`src/rtl/jstk_spi_poller.sv`:
```
// jstk_spi_poller: periodic 5-byte SPI mode-0 poll of a PmodJSTK, publishing X/Y/buttons atomically.
module jstk_spi_poller #(
  parameter int unsigned SCLK_HALF = 50,
  parameter int unsigned SS_SETUP  = 1500,
  parameter int unsigned BYTE_GAP  = 1000,
  parameter int unsigned POLL_GAP  = 1_000_000
) (
  input  logic        clk,
  input  logic        rst,
  input  logic [1:0]  led_cmd,
  input  logic        miso,
  output logic        ss_n,
  output logic        sclk,
  output logic        mosi,
  output logic [10:0] x,
  output logic [10:0] y,
  output logic [2:0]  buttons,
  output logic        sample_valid,
  output logic        busy
);
  typedef enum logic [2:0] {IDLE, SETUP, SHIFT, GAP, DONE} state_t;
  state_t      state;
  logic [31:0] cnt;
  logic [2:0]  bit_idx, byte_idx;
  logic [6:0]  tx;
  logic [7:0]  rx_sr;
  logic [9:0]  xs, ys;
  always_ff @(posedge clk) begin
    if (rst) begin
      state        <= IDLE;
      cnt          <= '0;
      bit_idx      <= '0;
      byte_idx     <= '0;
      tx           <= '0;
      rx_sr        <= '0;
      xs           <= '0;
      ys           <= '0;
      ss_n         <= 1'b1;
      sclk         <= 1'b0;
      mosi         <= 1'b0;
      x            <= 11'd512;
      y            <= 11'd512;
      buttons      <= '0;
      sample_valid <= 1'b0;
      busy         <= 1'b0;
    end else begin
      sample_valid <= 1'b0;
      case (state)
        IDLE: begin
          if (cnt == POLL_GAP - 1) begin
            state    <= SETUP;
            cnt      <= '0;
            ss_n     <= 1'b0;
            busy     <= 1'b1;
            mosi     <= 1'b1;
            tx       <= {5'b0, led_cmd};
            bit_idx  <= '0;
            byte_idx <= '0;
          end else cnt <= cnt + 1;
        end
        SETUP: begin
          state <= (cnt == SS_SETUP - 1) ? SHIFT : SETUP;
          cnt   <= (cnt == SS_SETUP - 1) ? '0 : cnt + 1;
        end
        SHIFT: begin
          cnt <= (cnt == 2 * SCLK_HALF - 1) ? '0 : cnt + 1;
          if (cnt == SCLK_HALF - 1) begin
            sclk  <= 1'b1;
            rx_sr <= {rx_sr[6:0], miso};
          end
          if (cnt == 2 * SCLK_HALF - 1) begin
            sclk    <= 1'b0;
            mosi    <= tx[6];
            tx      <= {tx[5:0], 1'b0};
            bit_idx <= bit_idx + 3'd1;
            if (bit_idx == 3'd7) begin
              case (byte_idx)
                3'd0:    xs[7:0] <= rx_sr;
                3'd1:    xs[9:8] <= rx_sr[1:0];
                3'd2:    ys[7:0] <= rx_sr;
                3'd3:    ys[9:8] <= rx_sr[1:0];
                default: ;
              endcase
              if (byte_idx == 3'd4) begin
                // last byte goes straight to buttons so all outputs update in the same edge
                state        <= DONE;
                ss_n         <= 1'b1;
                sample_valid <= 1'b1;
                x            <= {1'b0, xs};
                y            <= {1'b0, ys};
                buttons      <= rx_sr[2:0];
              end else begin
                state    <= GAP;
                byte_idx <= byte_idx + 3'd1;
                mosi     <= 1'b0;
                tx       <= '0;
              end
            end
          end
        end
        GAP: begin
          state <= (cnt == BYTE_GAP - 1) ? SHIFT : GAP;
          cnt   <= (cnt == BYTE_GAP - 1) ? '0 : cnt + 1;
        end
        DONE: begin
          state <= IDLE;
          cnt   <= '0;
          busy  <= 1'b0;
        end
        default: state <= IDLE;
      endcase
    end
  end
endmodule

```
`config.mk`:
```
export PLATFORM = sky130hd
export DESIGN_NAME = jstk_spi_poller
export DESIGN_NICKNAME = d
export VERILOG_FILES = /design/src/rtl/jstk_spi_poller.sv
export SDC_FILE = /design/constraint.sdc
export NUM_CORES = 1
export LEC_CHECK = 0
export BUFFER_PORTS_ARGS = -buffer_cell sky130_fd_sc_hd__buf_2
export CAP_MARGIN = 20
export CORE_AREA = 2 2 129 131
export CTS_BUF_LIST = sky130_fd_sc_hd__clkbuf_4 sky130_fd_sc_hd__clkbuf_8 sky130_fd_sc_hd__clkbuf_16
export CTS_CLUSTER_DIAMETER = 100
export DETAILED_ROUTE_END_ITERATION = 16
export DIE_AREA = 0 0 131 133
export PLACE_DENSITY = 0.52
export SLEW_MARGIN = 20
export SYNTH_ARGS = -nofsm -noshare
export SYNTH_HDL_FRONTEND = slang
export SYNTH_SLANG_ARGS = --single-unit
```
`constraint.sdc`:
```
create_clock -name clk -period 2.8 [get_ports clk]
set_clock_uncertainty 0.1 [all_clocks]
set_input_delay 0.42 -clock clk [delete_from_list [all_inputs] [get_ports clk]]
set_output_delay 0.42 -clock clk [all_outputs]
set_load 0.01 [all_outputs]
```
# After elaboration in Yosys (flattened, before gate mapping)
# Index checks and enable logic that the tools add are counted.
# totals
register_bits	104
in_bits	5
out_inout_bits	30
elab_cells	100
# op_classes
add_sub_neg	3
eq_ne	19
n_mux	38
bitwise	3
reduce_logical	19
# op_table
cell	count
$pmux 32 s5	1
$mux 32	4
$add 32x1->32 const B	1
$eq 32x10->1 const B	1
$eq 32x11->1 const B	1
$eq 32x20->1 const B	1
$eq 32x6->1 const B	1
$eq 32x7->1 const B	1
$mux 7	4
$mux 3	9
$reduce_and 4->1	5
$pmux 7 s2	1
$eq 3x2->1 const B	4
$mux 1	12
$pmux 3 s2	2
$pmux 3 s4	1
$ne 2x2->1 const B	5
$reduce_and 5->1	2
$eq 3x3->1 const B	3
$add 3x1->3 const B	2
$eq 3x1->1 const B	2
$logic_not 3->1	2
$pmux 1 s2	3
$reduce_and 2->1	3
6 further kinds	11

# Depth between registers and ports, before layout
# logic_depth
word_depth	5
ltp_mapped	10
mapped_depth_nobuf	8

# Worst setup path after synthesis
# Ideal clock, no wire load.
# synth_path
kind	flip-flop to flip-flop
start	reg cnt[11]
end	reg cnt[17]
setup_time_ns	0.120
t_arrival_ns	2.517
required_time_ns	2.580
slack_ns	0.063
path_stages_with_launch	9
path_buffers	1
synth_period_minus_slack_ns	2.737
path_cell_list	dfxtp_1 -> or4_4 -> or3_4 -> or4_4 -> a21oi_4 -> nor3_2 -> buf_6 -> and3_1 -> a211o_1
# synth_via
elab_chain_len	3
elab_cells_between_ends	10
cone_classes	1 x add/sub; 4 x eq/ne; 5 x mux
# synth_lines
item	line	source
from (decl)	23	logic [31:0] cnt;
from (signal assigned)	59	end else cnt <= cnt + 1;
from (signal assigned)	63	cnt <= (cnt == SS_SETUP - 1) ? '0 : cnt + 1;
from (signal assigned)	66	cnt <= (cnt == 2 * SCLK_HALF - 1) ? '0 : cnt + 1;
$add 32x1->32, or another cell as far along	--	
$mux 32 (on tied branches)	--	
$pmux 32 s5 (*)	48	case (state)
# Mark *: on every way between the ends. The rest lies on a longest branch, timed or not.
# A chain may end at the register's enable or synchronous reset.

# Worst setup path in the final report
# layout_path
start	reg cnt[11]
end	reg cnt[15]
# Same word-level chain as after synthesis.

==> impl_metrics.json <==
{
  "outcome": "completed",
  "dp.cells": 821,
  "ys_types": 53,
  "vias_per_cell": 4.917,
  "dieArea_um2": 17420,
  "rows": 47,
  "hp-class": "input port to flip-flop",
  "cp-end-kind": "flip-flop",
  "ys_ff_latch": 104,
  "combinationalPowerShare_pct": 3.2,
  "postSynthAreaPerCell_um2": 8.369,
  "drive_gt1_share_pct": 16.75,
  "peakVddDrop_mv": 0.2954,
  "maxSlewViolCount": 0,
  "cts_tree": "yes",
  "die_h_um": 133,
  "fillers": 1679,
  "grt_max_degree": 76,
  "routed_wl_mm": 11.26,
  "crit_chain": "or4_4 -> or3_4 -> or4_4 -> a21oi_4 -> nor3_4 -> buf_12 -> and3_1 -> a221o_1",
  "fin_nets": 631,
  "synth_flop_cell": "dfxtp_1",
  "ant_nets": 0,
  "post-route-period-util_pct": 97.33,
  "clock_latency_ns": 0.36,
  "cts_sinks": 104,
  "vias": 4135,
  "slew_headroom_pct": 49.02,
  "fin_total_pwr_uw": 2825,
  "port_buffers": 32,
  "startpoint_type": "flip-flop",
  "place_congestion": 0.8407,
  "grt_remaining_overflow": 0,
  "seq_power_share_pct": 52.7,
  "fmax_mhz": 367.0,
  "cts-root-buf": "clkbuf_16",
  "worstSetupPathDepth": 8,
  "htreeDepth": 3,
  "antenna_found_initial": 0,
  "coreArea_um2": 16170,
  "tightest_slew_ns": 0.7648,
  "max_stage_delay_ns": 0.53,
  "grt_setup_unrepaired": "false",
  "critPathMaxFanout": 12,
  "hpwl_mm": 7.734,
  "finish.instance_area_um2": 5771,
  "powerDensity_nw_per_um2": 489.5,
  "internal_power_uw": 2159,
  "num_antenna_cells": 0,
  "setup_viol": 0,
  "path_class": "flip-flop to flip-flop",
  "cp_common_cell": "or4_4",
  "pwr-share-clk_pct": 44.1,
  "async_flop_share_pct": 0,
  "track_usage_pct": 13.43,
  "cts_buffers": 9,
  "crit_buf_inv": 1,
  "reg2regPathDepth": 8,
  "period_needed_ns": 2.725,
  "drcViolationCount": 0,
  "path_delay_family": "simple AND/OR/NAND/NOR gates",
  "p_sw_uw": 665.9,
  "crit_required_ns": 2.94,
  "cap_violations": 0,
  "clkSlewWorstSetupHoldPaths_ns": 0.08,
  "pre_cts_ws_ns": -0.01250,
  "clk_path_buf_depth": 2,
  "cp.arrival_ns": 2.87,
  "slowest_stage": "or4_4",
  "die_w_um": 131,
  "synthCells": 565,
  "firstDrtPassIters": 4,
  "syn-cell-area_um2": 4728,
  "ys_seq_area_share_pct": 44.03,
  "tns_ns": 0,
  "swShare_pct": 23.58,
  "finalHoldViolations": 0,
  "area_delta_synth_final_pct": 22.04,
  "grt_pass1_wl_mm": 18.75,
  "fin_cells": 841,
  "yosysWarnings": 0,
  "dr.first_iter.drc_count": 262,
  "ios": 35,
  "wl_per_cell_um": 13.39,
  "leakage_uw": 0.002143,
  "min_path_cells": 3,
  "dpl_cell_area_um2": 5373,
  "start_util_pct": 29.24,
  "synth_edf_count": 0,
  "grt_pass1_vias": 3828,
  "setup_slack_ns": 0.07489
}
[final timing paths]
check / startpoint / end / slack (ns)
hold / removal: miso / rx_sr[0]$_SDFFE_PP0P_ / 0.19
setup / recovery: cnt[11]$_SDFFE_PP0P_ / cnt[15]$_SDFFE_PP0P_ / 0.07
hold reg to reg: buttons[1]$_SDFFE_PP0P_ / buttons[1]$_SDFFE_PP0P_ / 0.35
setup reg to reg: cnt[11]$_SDFFE_PP0P_ / cnt[15]$_SDFFE_PP0P_ / 0.07
[layout make-up]
class | instances | area [um2] | area share, %
Clock buffer | 10 | 232.7 | 4.033
Clock inverter | 6 | 57.56 | 0.9974
Inverter | 9 | 33.78 | 0.5854
Multi-Input combinational cell | 418 | 2504 | 43.39
Sequential cell | 104 | 2082 | 36.08
Tap cell | 220 | 275.3 | 4.770
Timing Repair Buffer | 74 | 585.6 | 10.15
[metrics by stage]
step | util [%] | hold WS, ns
finish | 35.68 | 0.1923
global route | 35.68 | 0.2248
CTS | 35.09 | 0.1766
detailed placement | 33.22 | 0.3410
global placement | 33.22 | 0.3397
floorplan | - | 0.3312
[layer usage]
layer  wire length [um]  share of wire, %  vias up  GRT usage [%]
met3                421               3.7       27          4.205
met4                239               2.1        0          4.433
li1                   -                 -     2117              -
met1               5392                48     1913          17.35
met5                  0                 0        -              0
met2               5207                46       78          21.16
[power groups by stage]
stage               Combinational (uW)  Sequential, uW  Clock, uW
floorplan                         49.9            1520          0
global placement                  78.2            1520          0
detailed placement                80.2            1520          0
CTS                               80.6            1490       1300
global route                       100            1490       1360
finish                            91.1            1490       1240
[flip-flops by register name (all words and copies together), names as in the netlist]
name and count:
cnt 32, x 10, xs 10, y 10, ys 10, rx_sr 8, tx 7, bit_idx 3
buttons 3, byte_idx 3, state 3, busy 1, mosi 1, sample_valid 1, sclk 1, ss_n 1
[kinds of logic (layout without fill, tap and decap cells)]
group                    Yosys count  in the layout  share of synthesized area [%]
multiplexers                      34             34                          7.198
XOR/XNOR                           2              2                         0.3705
adder cells (fa/ha/maj)           10             10                          2.646
other                              1              2                        0.07931
buffers and inverters             44             99                          3.996
AND/OR/NAND/NOR                  272            272                          28.61
AO/OA/AOI/OAI                     98             98                          13.07
flip-flops                       104            104                          44.03
[timing repair]
action,4_1_cts,5_1_grt
setup endpoints to repair,15,19
cloned,0,2
hold buffers,0,0
buffers inserted,0,2
pin swaps,1,3
gates resized for setup,2,5
[worst min-delay path, stage by stage]
cell and delay (ns):
buf_2 0.07, mux2i_1 0.05, nor2_1 0.07
[cells in the mapped netlist (5+ instances only)]
library cell | number | area [um2]
inv_1 | 9 | 33.78
clkbuf_1 | 27 | 101.4
o21ai_0 | 19 | 95.09
and4_1 | 5 | 43.79
ha_1 | 10 | 125.1
nand4_1 | 11 | 68.82
a31oi_1 | 6 | 37.54
nand2_1 | 84 | 315.3
dfxtp_1 | 104 | 2082
and3_1 | 14 | 87.58
and2_1 | 10 | 62.56
mux2i_1 | 34 | 340.3
nor2_1 | 62 | 232.7
a21oi_1 | 41 | 205.2
nor4_1 | 11 | 68.82
a221o_1 | 6 | 60.06
nand3_1 | 25 | 125.1
nor3_1 | 21 | 105.1
[cells in the final DEF (no fill, tap or decap), types with 3 or more instances in the layout]
| master | count |
|---|---|
| a211o_1 | 4 |
| a211oi_1 | 3 |
| a21oi_1 | 40 |
| a221o_1 | 6 |
| a31oi_1 | 6 |
| and2_1 | 10 |
| and3_1 | 14 |
| and4_1 | 5 |
| buf_12 | 6 |
| buf_2 | 32 |
| buf_4 | 34 |
| clkbuf_16 | 11 |
| dfxtp_1 | 104 |
| ha_1 | 10 |
| inv_1 | 9 |
| inv_6 | 3 |
| mux2i_1 | 34 |
| nand2_1 | 84 |
| nand3_1 | 25 |
| nand3b_1 | 3 |
| nand4_1 | 11 |
| nand4b_1 | 4 |
| nor2_1 | 62 |
| nor2b_1 | 3 |
| nor3_1 | 20 |
| nor4_1 | 9 |
| o21a_1 | 4 |
| o21ai_0 | 19 |
| or3_1 | 4 |
Power figures use the tool's default switching activity.
